--- src/rtl/paddle_position_ctrl.sv ---
// ============================================================================
// paddle_position_ctrl : keypad strobes -> two clamped Pong paddle positions
// Revision 1.0
// ============================================================================
`default_nettype none

module paddle_position_ctrl #(
  parameter int Y_W      = 4,
  parameter int Y_MAX    = 12,
  parameter int Y_INIT   = 6,
  parameter int STEP     = 1,
  parameter int HOLD_CYC = 4,
  parameter int REPEAT   = 25
) (
  input  logic           clk,
  input  logic           rst,
  input  logic           en,
  input  logic           center,
  input  logic           up1,
  input  logic           down1,
  input  logic           up2,
  input  logic           down2,
  output logic [Y_W-1:0] pad1_y,
  output logic [Y_W-1:0] pad2_y,
  output logic           pad1_top,
  output logic           pad1_bot,
  output logic           pad2_top,
  output logic           pad2_bot
);

  localparam int HC_W = (HOLD_CYC > 1) ? $clog2(HOLD_CYC + 1) : 1;
  localparam int RC_W = (REPEAT > 1) ? $clog2(REPEAT) : 1;

  localparam logic [HC_W-1:0] C_HOLD     = HC_W'(HOLD_CYC);
  localparam logic [RC_W-1:0] C_REP_LAST = RC_W'(REPEAT - 1);
  localparam logic [Y_W:0]    C_STEP_X   = (Y_W + 1)'(STEP);
  localparam logic [Y_W:0]    C_YMAX_X   = (Y_W + 1)'(Y_MAX);
  localparam logic [Y_W-1:0]  C_YMAX     = Y_W'(Y_MAX);
  localparam logic [Y_W-1:0]  C_YINIT    = Y_W'(Y_INIT);

  typedef enum logic [1:0] {
    IDLE    = 2'd0,
    MOVE_UP = 2'd1,
    MOVE_DN = 2'd2
  } state_t;

  logic [3:0]     raw;
  logic [3:0]     held;
  logic [Y_W-1:0] y_o   [2];
  logic           top_o [2];
  logic           bot_o [2];

  assign raw = {down2, up2, down1, up1};

  // Scanner strobes last one clock per four-row scan; stretch them into levels.
  for (genvar i = 0; i < 4; i++) begin : g_hold
    logic [HC_W-1:0] cnt;

    always_ff @(posedge clk or negedge rst) begin
      if (!rst) begin
        cnt <= '0;
      end else if (raw[i]) begin
        cnt <= C_HOLD;
      end else if (cnt != '0) begin
        cnt <= cnt - HC_W'(1);
      end
    end

    assign held[i] = (cnt != '0);
  end

  for (genvar p = 0; p < 2; p++) begin : g_player
    state_t          state, state_nx;
    logic [RC_W-1:0] rep, rep_nx;
    logic [Y_W-1:0]  y, y_nx;
    logic [Y_W:0]    y_x;
    logic [Y_W-1:0]  y_up, y_dn;
    logic            top, bot;
    logic            up_h, dn_h;

    assign up_h = held[2*p];
    assign dn_h = held[2*p+1];

    // Extra headroom bit keeps the clamp compare free of wrap-around.
    assign y_x  = {1'b0, y};
    assign y_up = (y_x < C_STEP_X) ? '0 : Y_W'(y_x - C_STEP_X);
    assign y_dn = (y_x > (C_YMAX_X - C_STEP_X)) ? C_YMAX : Y_W'(y_x + C_STEP_X);

    always_comb begin
      state_nx = state;
      rep_nx   = rep;
      y_nx     = y;
      if (center) begin
        y_nx     = C_YINIT;
        state_nx = IDLE;
        rep_nx   = '0;
      end else if (!en) begin
        state_nx = IDLE;
        rep_nx   = '0;
      end else begin
        case (state)
          IDLE: begin
            if (up_h && !dn_h) begin
              y_nx     = y_up;
              state_nx = MOVE_UP;
              rep_nx   = '0;
            end else if (dn_h && !up_h) begin
              y_nx     = y_dn;
              state_nx = MOVE_DN;
              rep_nx   = '0;
            end
          end
          MOVE_UP: begin
            if (!up_h || dn_h) begin
              state_nx = IDLE;
              rep_nx   = '0;
            end else if (rep == C_REP_LAST) begin
              y_nx   = y_up;
              rep_nx = '0;
            end else begin
              rep_nx = rep + RC_W'(1);
            end
          end
          MOVE_DN: begin
            if (!dn_h || up_h) begin
              state_nx = IDLE;
              rep_nx   = '0;
            end else if (rep == C_REP_LAST) begin
              y_nx   = y_dn;
              rep_nx = '0;
            end else begin
              rep_nx = rep + RC_W'(1);
            end
          end
          default: begin
            state_nx = IDLE;
            rep_nx   = '0;
          end
        endcase
      end
    end

    always_ff @(posedge clk or negedge rst) begin
      if (!rst) begin
        state <= IDLE;
        rep   <= '0;
        y     <= C_YINIT;
        top   <= (Y_INIT == 0);
        bot   <= (Y_INIT == Y_MAX);
      end else begin
        state <= state_nx;
        rep   <= rep_nx;
        y     <= y_nx;
        top   <= (y_nx == '0);
        bot   <= (y_nx == C_YMAX);
      end
    end

    assign y_o[p]   = y;
    assign top_o[p] = top;
    assign bot_o[p] = bot;
  end

  assign pad1_y   = y_o[0];
  assign pad2_y   = y_o[1];
  assign pad1_top = top_o[0];
  assign pad1_bot = bot_o[0];
  assign pad2_top = top_o[1];
  assign pad2_bot = bot_o[1];

endmodule

`default_nettype wire
--- config.mk ---
export PLATFORM = sky130hd
export DESIGN_NAME = paddle_position_ctrl
export DESIGN_NICKNAME = d
export VERILOG_FILES = /design/src/rtl/paddle_position_ctrl.sv
export SDC_FILE = /design/constraint.sdc
export NUM_CORES = 1
export LEC_CHECK = 0
export CAP_MARGIN = 0
export CORE_ASPECT_RATIO = 0.7
export CORE_MARGIN = 2
export CORE_UTILIZATION = 28
export CTS_BUF_LIST = sky130_fd_sc_hd__clkbuf_8
export CTS_CLUSTER_DIAMETER = 50
export DETAILED_ROUTE_END_ITERATION = 10
export SYNTH_ARGS = -nofsm -noshare
export SYNTH_HDL_FRONTEND = slang
export SYNTH_SLANG_ARGS = --single-unit
--- constraint.sdc ---
create_clock -name clk -period 3.48 [get_ports clk]
set_clock_uncertainty 0.2 [all_clocks]
set_input_delay 0.522 -clock clk [delete_from_list [all_inputs] [get_ports clk]]
set_output_delay 0.522 -clock clk [all_outputs]
set_load 0.01 [all_outputs]
==> results.txt, run 1 <==
FILL cells: 958
largest net degree at the start of global routing: 39
Avg Cell Area, Syn: 8.85 sq um
sum of negative setup slack: 0 ps
crit path launch type: register
Compound-Gate Fraction of Synth Area: 19.1%
Area contributors post-synth: dfrtp_1 (33%), ha_1 (12%), inv_1 (4.5%), dfstp_2 (4.0%), nor2_1 (3.7%)
first-pass GRT wire length: 9810 microns
Sink Count: 38
clk root buf: clkbuf_8
die width: 119 microns
reg2reg setup slack: 850 ps
max cap viols: 0
antenna violations before repair: 0
Max FO, Critical Path: 8
slew margin rel.: 40.2%
post-synth top area share: 32.6%
DR iter-0 viols: 236
row count: 29
number of global-route vias before repair: 2050
area leader, netlist: dfrtp_1
cell family with most CP delay: simple AND/OR/NAND/NOR gates
area of the mapped netlist: 0.00261 sq mm
post-synthesis mux area share: 0.767%
Max Clk Rate: 381 MHz
DRT Wirelength: 5550 microns
XOR/XNOR share of the synthesized area: 3.02%
cts bufs inserted: 5
Seq/Total Area, Yosys: 36.6%
Synth cell types: 58
largest family of logic cells by synthesized area: simple AND/OR/NAND/NOR gates
clock share of power: 18.1%
CP Capture Type: register
P_leak: 1.33 nW
non-filler cells, final: 439
Final period util: 75.5%
critical path's slowest cell: dfrtp_1
number of buffers and inverters on the critical path: 2
IR drop worst, VDD: 0.000278 V
Power Density: 589 mW/mm^2
first-pass iteration count of the detailed router: 4
CP Cell Sequence: inv_1, ha_1, nand2b_1, inv_1, ha_1, nor2b_1, nor2_1, o221ai_1, a21boi_0, nor3_1, and3_1
H-tree depth: 2
diode count: 0
layout cells sized above 1: 6.35%
Critical Path Max Stage Delay: 360 ps
die area: 0.0101 sq mm
Final Setup Violations: 0
Yosys warning count: 0
post-layout minimum cycle time: 2630 ps
Int Pwr: 0.00105 W
die height: 84.8 microns
Comb pwr share: 45.9%
Least-Margin Pin Slew: 898 ps
Top FF cell, synth: dfrtp_1
commonest cells after routing, fill and taps aside: dfrtp_1 (34), inv_1 (31), nor2_1 (26), ha_1 (26), nand2_1 (20)
Yosys reg bits: 38
Setup CP Type: register to register
Seq pwr share: 36.0%
DP HPWL: 4210 microns
clk buf depth: 2
crit path DAT: 2620 ps
status: finished, final reports clean
per-cell routed wire length: 12.6 microns
asr flop ratio synth: 100%
drc violations: 0
Post CTS Setup Buffer Count: 0
clk_lat worst skew: 300 ps
Post-DRT Antenna Nets: 0
Net Sw Frac: 40.8%
placed cells: 431
core area: 0.00907 sq mm
CTS tree: yes
Switch Pwr: 0.000724 W
required time of the critical path: 3470 ps
Initial Util: 28.8%
cts repair resizes: 0
IO Port Bufs: 19
hold_buf cts: 0
final hold violations: 0
Slew Viols, Final: 0
final RePlAce weighted congestion: 0.850
Mapped Nets: 329
cells after synthesis: 295
post-synthesis simple-gate area fraction: 22.2%
Post-Synth Adder-Cell Area: 12.5%
commonest non-fill, non-tap cell in the layout: dfrtp_1
Vias: 2135
Total Routing Usage GR: 12.0%
unrepaired setup endpoints after global routing: false
I/O pins: 20
Via density: 4.86
synthesis-to-layout area growth: 15.3%
min-delay worst type: input port to asynchronous set/reset pin
GRT overflow: 0
Nets: 348
EDFF count, synth: 0
Clk pin slew, worst setup/hold paths: 80 ps
cell type report:
cell class	count	area, sq um	area share [%]
clock buffer	6	82.6	2.74
clock inverter	2	12.5	0.416
inverter	31	116	3.87
multi-input combinational	219	1500	49.9
sequential	38	956	31.8
tap	124	155	5.15
timing repair buffer	19	185	6.15
logic make-up after synthesis:
logic type,Yosys count
AOI/OAI and AO/OA,73
xor gates and xnor gates,9
adders and majority gates,26
buffers and inverters,38
DFF,38
muxes,2
and+or+nand+nor,109
worst register-to-register path, cell delays in order, from the launching register on:
cell	delay, ps
dfrtp_1	360
inv_1	70
ha_1	220
nand2b_1	180
inv_1	70
ha_1	280
nor2b_1	280
nor2_1	70
o221ai_1	300
a21boi_0	220
nor3_1	80
and3_1	190
cells in the mapped netlist, drive strengths merged (4+ instances only):
cell and n:
dfstp 4, nor3 10, nor2b 7, dfrtp 34, nor2 27, or3 4
ha 26, o22ai 4, nand2b 8, o21ai 11, buf 4, a21oi 16
xnor2 6, nand4 4, inv 31, a211oi 5, a31oi 5, nand3 9
nand2 21, o31ai 6
metrics by stage:
step	util, %	cell area [sq um]	total power (W)	setup slack [ps]	hold slack, ps
after CTS	33.2	3010	0.00179	874	178
after floorplan	-	2610	0.00123	1210	26.4
after global routing	33.2	3010	0.00194	661	222
after detailed placement	32.1	2920	0.00146	684	272
final	33.2	3010	0.00177	853	144
after global placement	32.1	2920	0.00144	738	261
power groups by stage:
| stage | logic (W) | clock network [W] | registers, W |
|---|---|---|---|
| CTS | 0.000814 | 0.000343 | 0.000638 |
| detailed placement | 0.000810 | 0 | 0.000646 |
| global route | 0.000922 | 0.000365 | 0.000654 |
| finish | 0.000813 | 0.000321 | 0.000639 |
| floorplan | 0.000609 | 0 | 0.000625 |
| global placement | 0.000795 | 0 | 0.000644 |
sequential cells by signal, indices dropped and copies added (netlist names):
signal          count
pad1_y              4
pad2_top            1
g_player.rep       10
g_player.state      4
pad1_top            1
g_hold.cnt         12
pad2_y              4
pad1_bot            1
pad2_bot            1
worst paths after layout:
kind / from / cells past startpoint / end
hold / removal: rst / 1 / g_hold[1].cnt[1]$_DFFE_PN0P_
max in group asynchronous: rst / 1 / pad2_bot$_DFF_PN0_
setup reg to reg: g_hold[3].cnt[0]$_DFFE_PN0P_ / 11 / pad2_top$_DFF_PN0_
setup / recovery: g_hold[3].cnt[0]$_DFFE_PN0P_ / 11 / pad2_top$_DFF_PN0_
min in group clk: g_hold[2].cnt[2]$_DFFE_PN0P_ / 1 / g_hold[2].cnt[2]$_DFFE_PN0P_
hold reg to reg: g_hold[2].cnt[2]$_DFFE_PN0P_ / 1 / g_hold[2].cnt[2]$_DFFE_PN0P_
metal layers:
layer | global-route usage [%] | part of all wire, % | vias up
met5 | 0 | 0 | -
met4 | 2.57 | 0.83 | 0
met3 | 3.46 | 5.2 | 8
met2 | 17.2 | 42 | 53
met1 | 17.7 | 52 | 988
li1 | - | - | 1086
(Power assumes the default switching activity.)
==> inputs of run 2 (changes only) <==
==> constraint.sdc (replaced) <==
create_clock -name clk -period 2.2 [get_ports clk]
set_clock_uncertainty 0.2 [all_clocks]
set_input_delay 0.33 -clock clk [delete_from_list [all_inputs] [get_ports clk]]
set_output_delay 0.33 -clock clk [all_outputs]
set_load 0.01 [all_outputs]
==> results.txt, run 2 (synthesis results as in run 1) <==
layout cells sized above 1: 41.0% (+35 points)
die width: 119 microns (unchanged)
DR top layer: met4
synthesis-to-layout area growth: 54.9%
P_leak: 1.81 nW (+36%)
status: finished with violations
Max Clk Rate: 436 MHz (+15%)
Max FO, Critical Path: 3 (-5)
first-pass GRT wire length: 11800 microns (+20%)
WL met3: 253 microns (-12%)
final RePlAce weighted congestion: 0.844 (-0.68%)
per-cell routed wire length: 13.8 microns (+9.5%)
diode count: 0 (unchanged)
row count: 29 (unchanged)
commonest cells after routing, fill and taps aside: buf_4 (81), dfrtp_1 (34), nor2_1 (23)
Final period util: 104% (+29 points)
Total Routing Usage GR: 14.3% (+2.3 points)
Via density: 4.85 (-0.17%)
number of global-route vias before repair: 2449 (+19%)
clk_lat worst skew: 290 ps (about the same)
cts bufs inserted: 5 (unchanged)
Endpoint, Worst Hold: g_hold[1].cnt[2]$_DFFE_PN0P_
Register-to-Register Path Depth: 8 (-3)
Seq pwr share: 24.8% (-11 points)
max cap viols: 0 (unchanged)
I/O pins: 20 (unchanged)
CP Cell Sequence: inv_2, ha_4, nand4b_1, o31a_1, buf_4, o211a_1, a211o_1, and3b_1
min-delay worst type: register to register
max reg flops: 12 (unchanged)
final hold violations: 0 (unchanged)
IO Port Bufs: 19 (unchanged)
storage element area: 956 sq um (unchanged)
CP Capture Type: register
slew margin rel.: 71.6% (+31 points)
Cells on Worst Hold Path: 1
cell family with most CP delay: compound AO/OA/AOI/OAI gates
Initial Util: 28.8% (unchanged)
FILL cells: 841 (-12%)
commonest non-fill, non-tap cell in the layout: buf_4
crit path launch type: register
Net Sw Frac: 37.5% (-3.3 points)
H-tree depth: 2 (unchanged)
post-layout minimum cycle time: 2290 ps (-334 ps)
met2 WL: 3120 microns (+35%)
Largest regs: g_hold.cnt: 12 flops, g_player.rep: 10 flops
clk root buf: clkbuf_8
Post-DRT Antenna Nets: 0 (unchanged)
crit path DAT: 2280 ps (-340 ps)
Sink Count: 38 (unchanged)
Reg2Reg Launch Point: g_player[0].rep[1]$_DFFE_PN0P_
largest net degree at the start of global routing: 23 (-41%)
clock share of power: 15.4% (-2.7 points)
Clk pin slew, worst setup/hold paths: 80 ps (about the same)
hold_sp: g_hold[1].cnt[2]$_DFFE_PN0P_
number of buffers and inverters on the critical path: 2 (unchanged)
Setup CP Type: register to register
Slew Viols, Final: 0 (unchanged)
Final Setup Violations: 2 (+2)
failing checks: setup timing
reg2reg setup slack: -90 ps (-950 ps)
first-pass iteration count of the detailed router: 4 (unchanged)
Int Pwr: 0.00252 W (+140%)
DRT Wirelength: 7260 microns (+31%)
Largest Register: g_hold.cnt
Switch Pwr: 0.00151 W (+110%)
core area: 0.00907 sq mm (unchanged)
area of the multi-input gates: 0.00185 sq mm (+23%)
clk buf depth: 2 (unchanged)
required time of the critical path: 2190 ps (-1280 ps)
drc violations: 0 (unchanged)
Worst Setup Slack, final: -92.6 ps (-946 ps)
Comb pwr share: 59.8% (+14 points)
CTS tree: yes
GRT overflow: 0 (unchanged)
capture point of the worst reg-to-reg path: pad1_bot$_DFF_PN0_
die height: 84.8 microns (unchanged)
DP HPWL: 5020 microns (+19%)
critical path's slowest cell: dfrtp_1
Power Density: 997 mW/mm^2 (+69%)
die area: 0.0101 sq mm (unchanged)
unrepaired setup endpoints after global routing: true
DP Worst Slack: -236 ps (-920 ps)
Vias: 2544 (+19%)
antenna violations before repair: 0 (unchanged)
Metal-1 WL: 3800 microns (+31%)
DR iter-0 viols: 129 (-45%)
sum of negative setup slack: -139 ps (-139 ps)
Nets: 434 (+25%)
IR drop worst, VDD: 0.000471 V (+69%)
Critical Path Max Stage Delay: 400 ps (+40 ps)
Least-Margin Pin Slew: 426 ps (-472 ps)
run 2: changes by cell type in the layout (fill, tap and decap cells not counted), moves of 5 or more:
cell	previous run	this run
ha_1	26	15
inv_2	0	10
ha_2	0	5
buf_4	0	81
ha_4	0	6
o21ai_0	11	5
inv_1	31	21
run 2: area by class of cell:
cell class | instances | share of cell area (%)
Sequential cell | 38 | 23.6
Inverter | 31 | 2.88
Multi-Input combinational cell | 219 | 45.7
Tap cell | 124 | 3.84
Clock inverter | 1 | 0.742
Timing Repair Buffer | 105 | 21.2
Clock buffer | 6 | 2.04
run 2: metal layers:
metal,up-vias,GRT usage (%)
met5,-,0
met4,0,3.42
met3,8,2.79
met2,41,20.9
met1,1240,21.5
li1,1255,-
run 2: worst max path at each step:
stage	start	depth (start not counted)	slack, ps	to
4_1_cts	g_player[0].rep[1]$_DFFE_PN0P_	8	-80	pad1_bot$_DFF_PN0_
3_5_place_dp	en	6	-240	pad1_bot$_DFF_PN0_
2_1_floorplan	g_player[0].state[0]$_DFFE_PN0P_	9	10	pad1_bot$_DFF_PN0_
6_report	g_player[0].rep[1]$_DFFE_PN0P_	8	-90	pad1_bot$_DFF_PN0_
5_1_grt	g_player[0].rep[0]$_DFFE_PN0P_	8	-200	pad1_bot$_DFF_PN0_
3_3_place_gp	en	6	-230	pad1_bot$_DFF_PN0_
run 2: repair_timing:
item | CTS | global route
setup endpoints to repair | 16 | 19
hold endpoints to repair | 14 | 0
setup buffers | 9 | 10
hold buffers | 1 | 0
pin swaps | 16 | 17
cloned | 0 | 0
gates resized for setup | 39 | 43
run 2: stage by stage:
step / cell area (sq um) / instances / hold slack (ps) / total power (W) / utilization [%]
2_1_floorplan: 2630 / 295 / -166 / 0.00196 / -
3_3_place_gp: 3450 / 499 / 91.7 / 0.00275 / 38.0
6_report: 4050 / 524 / 299 / 0.00403 / 44.6
3_5_place_dp: 3450 / 499 / 87.7 / 0.00278 / 38.0
5_1_grt: 4050 / 524 / 322 / 0.00432 / 44.6
4_1_cts: 3790 / 515 / 294 / 0.00370 / 41.8
run 2: power groups by stage:
stage / sequential (W) / clock (W) / combinational, W
floorplan: 0.000990 / 0 / 0.000975
global placement: 0.00100 / 0 / 0.00175
detailed placement: 0.00100 / 0 / 0.00178
CTS: 0.00100 / 0.000631 / 0.00207
global route: 0.00102 / 0.000663 / 0.00264
finish: 0.000999 / 0.000621 / 0.00241
==> inputs of run 3 (changes only) <==
--- a/config.mk
+++ b/config.mk
@@ -5,6 +5,7 @@
 export SDC_FILE = /design/constraint.sdc
 export NUM_CORES = 1
 export LEC_CHECK = 0
+export ABC_CLOCK_PERIOD_IN_PS = 2200
 export CAP_MARGIN = 0
 export CORE_ASPECT_RATIO = 0.7
 export CORE_MARGIN = 2
@@ -12,6 +13,8 @@
 export CTS_BUF_LIST = sky130_fd_sc_hd__clkbuf_8
 export CTS_CLUSTER_DIAMETER = 50
 export DETAILED_ROUTE_END_ITERATION = 10
+export DONT_BUFFER_PORTS = 1
+export SLEW_MARGIN = 20
 export SYNTH_ARGS = -nofsm -noshare
 export SYNTH_HDL_FRONTEND = slang
 export SYNTH_SLANG_ARGS = --single-unit
==> results.txt, run 3 (synthesis results as in run 1) <==
critical path's slowest cell: o31a_1
Max FO, Critical Path: 3 (unchanged)
drc violations: 0 (unchanged)
Final period util: 104% (about the same)
die width: 119 microns (unchanged)
max cap viols: 0 (unchanged)
CTS tree: yes
Register-to-Register Path Depth: 8 (unchanged)
first-pass iteration count of the detailed router: 4 (unchanged)
crit path launch type: register
per-cell routed wire length: 14.4 microns (+3.9%)
final hold violations: 0 (unchanged)
synthesis-to-layout area growth: 47.9%
CP Capture Type: register
slew margin rel.: 77.3% (+5.7 points)
Slew Viols, Final: 0 (unchanged)
IR drop worst, VDD: 0.000480 V (+1.8%)
GRT overflow: 0 (unchanged)
die area: 0.0101 sq mm (unchanged)
fin util: 42.6% (-2.0 points)
Worst Setup Slack, final: -92.9 ps (-0.283 ps)
core area: 0.00907 sq mm (unchanged)
commonest cells after routing, fill and taps aside: buf_4 (70), dfrtp_1 (33), nor2_1 (21)
DP Worst Slack: -169 ps (+67.6 ps)
Total Routing Usage GR: 13.5% (-0.73 points)
largest net degree at the start of global routing: 39 (+70%)
clk buf depth: 2 (unchanged)
first-pass GRT wire length: 11200 microns (-4.8%)
final RePlAce weighted congestion: 0.869 (+2.9%)
unrepaired setup endpoints after global routing: true
cts bufs inserted: 5 (unchanged)
Sink Count: 38 (unchanged)
required time of the critical path: 2190 ps (about the same)
I/O pins: 20 (unchanged)
Least-Margin Pin Slew: 339 ps (-86.7 ps)
max reg flops: 12 (unchanged)
Setup CP Type: register to register
Hold Slack: 66.7 ps (-232 ps)
antenna violations before repair: 0 (unchanged)
Via density: 4.96 (+2.1%)
Nets: 408 (-6.0%)
placed cells: 471 (-5.6%)
Vias: 2474 (-2.8%)
Critical Path Max Stage Delay: 400 ps (about the same)
Cells on Worst Hold Path: 2 (+1)
post-layout minimum cycle time: 2290 ps (+0.283 ps)
die height: 84.8 microns (unchanged)
commonest non-fill, non-tap cell in the layout: buf_4
clk root buf: clkbuf_8
DR iter-0 viols: 118 (-8.5%)
number of buffers and inverters on the critical path: 2 (unchanged)
Clk pin slew, worst setup/hold paths: 90 ps (about the same)
IO Port Bufs: 0 (-19)
diode count: 0 (unchanged)
P_leak: 1.72 nW (-5.0%)
DP HPWL: 4680 microns (-6.7%)
number of global-route vias before repair: 2316 (-5.4%)
H-tree depth: 2 (unchanged)
DRT Wirelength: 7180 microns (-1.0%)
Power Density: 1010 mW/mm^2 (+1.5%)
Largest Register: g_hold.cnt
failing checks: setup timing
row count: 29 (unchanged)
min-delay worst type: input port to register
CP Cell Sequence: inv_2, ha_4, nand4b_1, o31a_1, buf_6, o211a_1, a211o_1, and3b_1
FILL cells: 906 (+7.7%)
Final Setup Violations: 3 (+1)
crit path DAT: 2280 ps (about the same)
cell family with most CP delay: compound AO/OA/AOI/OAI gates
Largest regs: g_hold.cnt: 12 flops, g_player.rep: 10 flops
Initial Util: 28.8% (unchanged)
Max Clk Rate: 436 MHz (about the same)
status: finished with violations
layout cells sized above 1: 42.1% (+1.1 points)
non-filler cells, final: 499 (-4.8%)
Stages on worst setup path: 8 (unchanged)
sum of negative setup slack: -143 ps (-3.59 ps)
clk_lat worst skew: 300 ps (about the same)
Post-DRT Antenna Nets: 0 (unchanged)
run 3: cell count changes in the layout (fill, tap and decap cells not counted), sizes merged:
| cell | delta |
|---|---|
| clkdlybuf4s50 | -18 |
| buf | -14 |
| dlygate4sd3 | +6 |
| clkinvlp | +2 |
| clkbuf | -1 |
run 3: layout make-up:
type                    instances  area, sq um  share of cell area, %
repair buffers                 79          627                   16.2
inverters                      31          119                   3.08
clock buffers                   5         68.8                   1.78
clock inverters                 3         45.0                   1.17
flip-flops and latches         38          957                   24.8
multi-input cells             219         1890                   48.9
well taps                     124          155                   4.02
run 3: per-stage QoR:
stage                     area [sq um]  power, W
after floorplan                   2630   0.00196
after global placement            3180   0.00260
after detailed placement          3180   0.00263
after CTS                         3500   0.00348
after global routing              3860   0.00418
final                             3860   0.00391
run 3: final timing paths:
kind / slack, ps / to / start
worst max register to register: -90 / pad1_bot$_DFF_PN0_ / g_player[0].rep[0]$_DFFE_PN0P_
worst min register to register: 300 / g_hold[2].cnt[2]$_DFFE_PN0P_ / g_hold[2].cnt[2]$_DFFE_PN0P_
worst max-delay path: -90 / pad1_bot$_DFF_PN0_ / g_player[0].rep[0]$_DFFE_PN0P_
min in group asynchronous: 290 / g_hold[3].cnt[1]$_DFFE_PN0P_ / rst
worst min-delay path: 70 / g_player[1].state[1]$_DFFE_PN0P_ / en
max in group asynchronous: 1240 / pad1_y[2]$_DFF_PN1_ / rst
run 3: per-layer routing:
layer  part of all wire [%]  global-route usage [%]  routed length (microns)  up-vias
li1                       -                       -                        -     1206
met3                    3.1                    2.72                      222        9
met4                   0.88                    3.10                       63        0
met5                      0                       0                        0        -
met2                     45                    21.0                     3250       50
met1                     51                    19.5                     3640     1209
run 3: worst register-to-register path: stages (launching register included):
cell      delay, ps
dfrtp_1         390
inv_2            90
ha_4            140
nand4b_1        170
o31a_1          400
buf_6           140
o211a_1         190
a211o_1         270
and3b_1         200
run 3: what timing repair did:
action / 4_1_cts / 5_1_grt
buffers inserted: 2 / 11
hold buffers: 7 / 1
endpoints found under the hold margin: 52 / 1
endpoints found under the setup margin: 16 / 21
pin swaps: 7 / 22
resized for setup: 21 / 68
run 3: power breakdown:
part,switching (W),total [W],internal (W)
Clock,0.000292,0.000630,0.000338
Sequential,0.000139,0.00100,0.000864
Combinational,0.00110,0.00227,0.00118
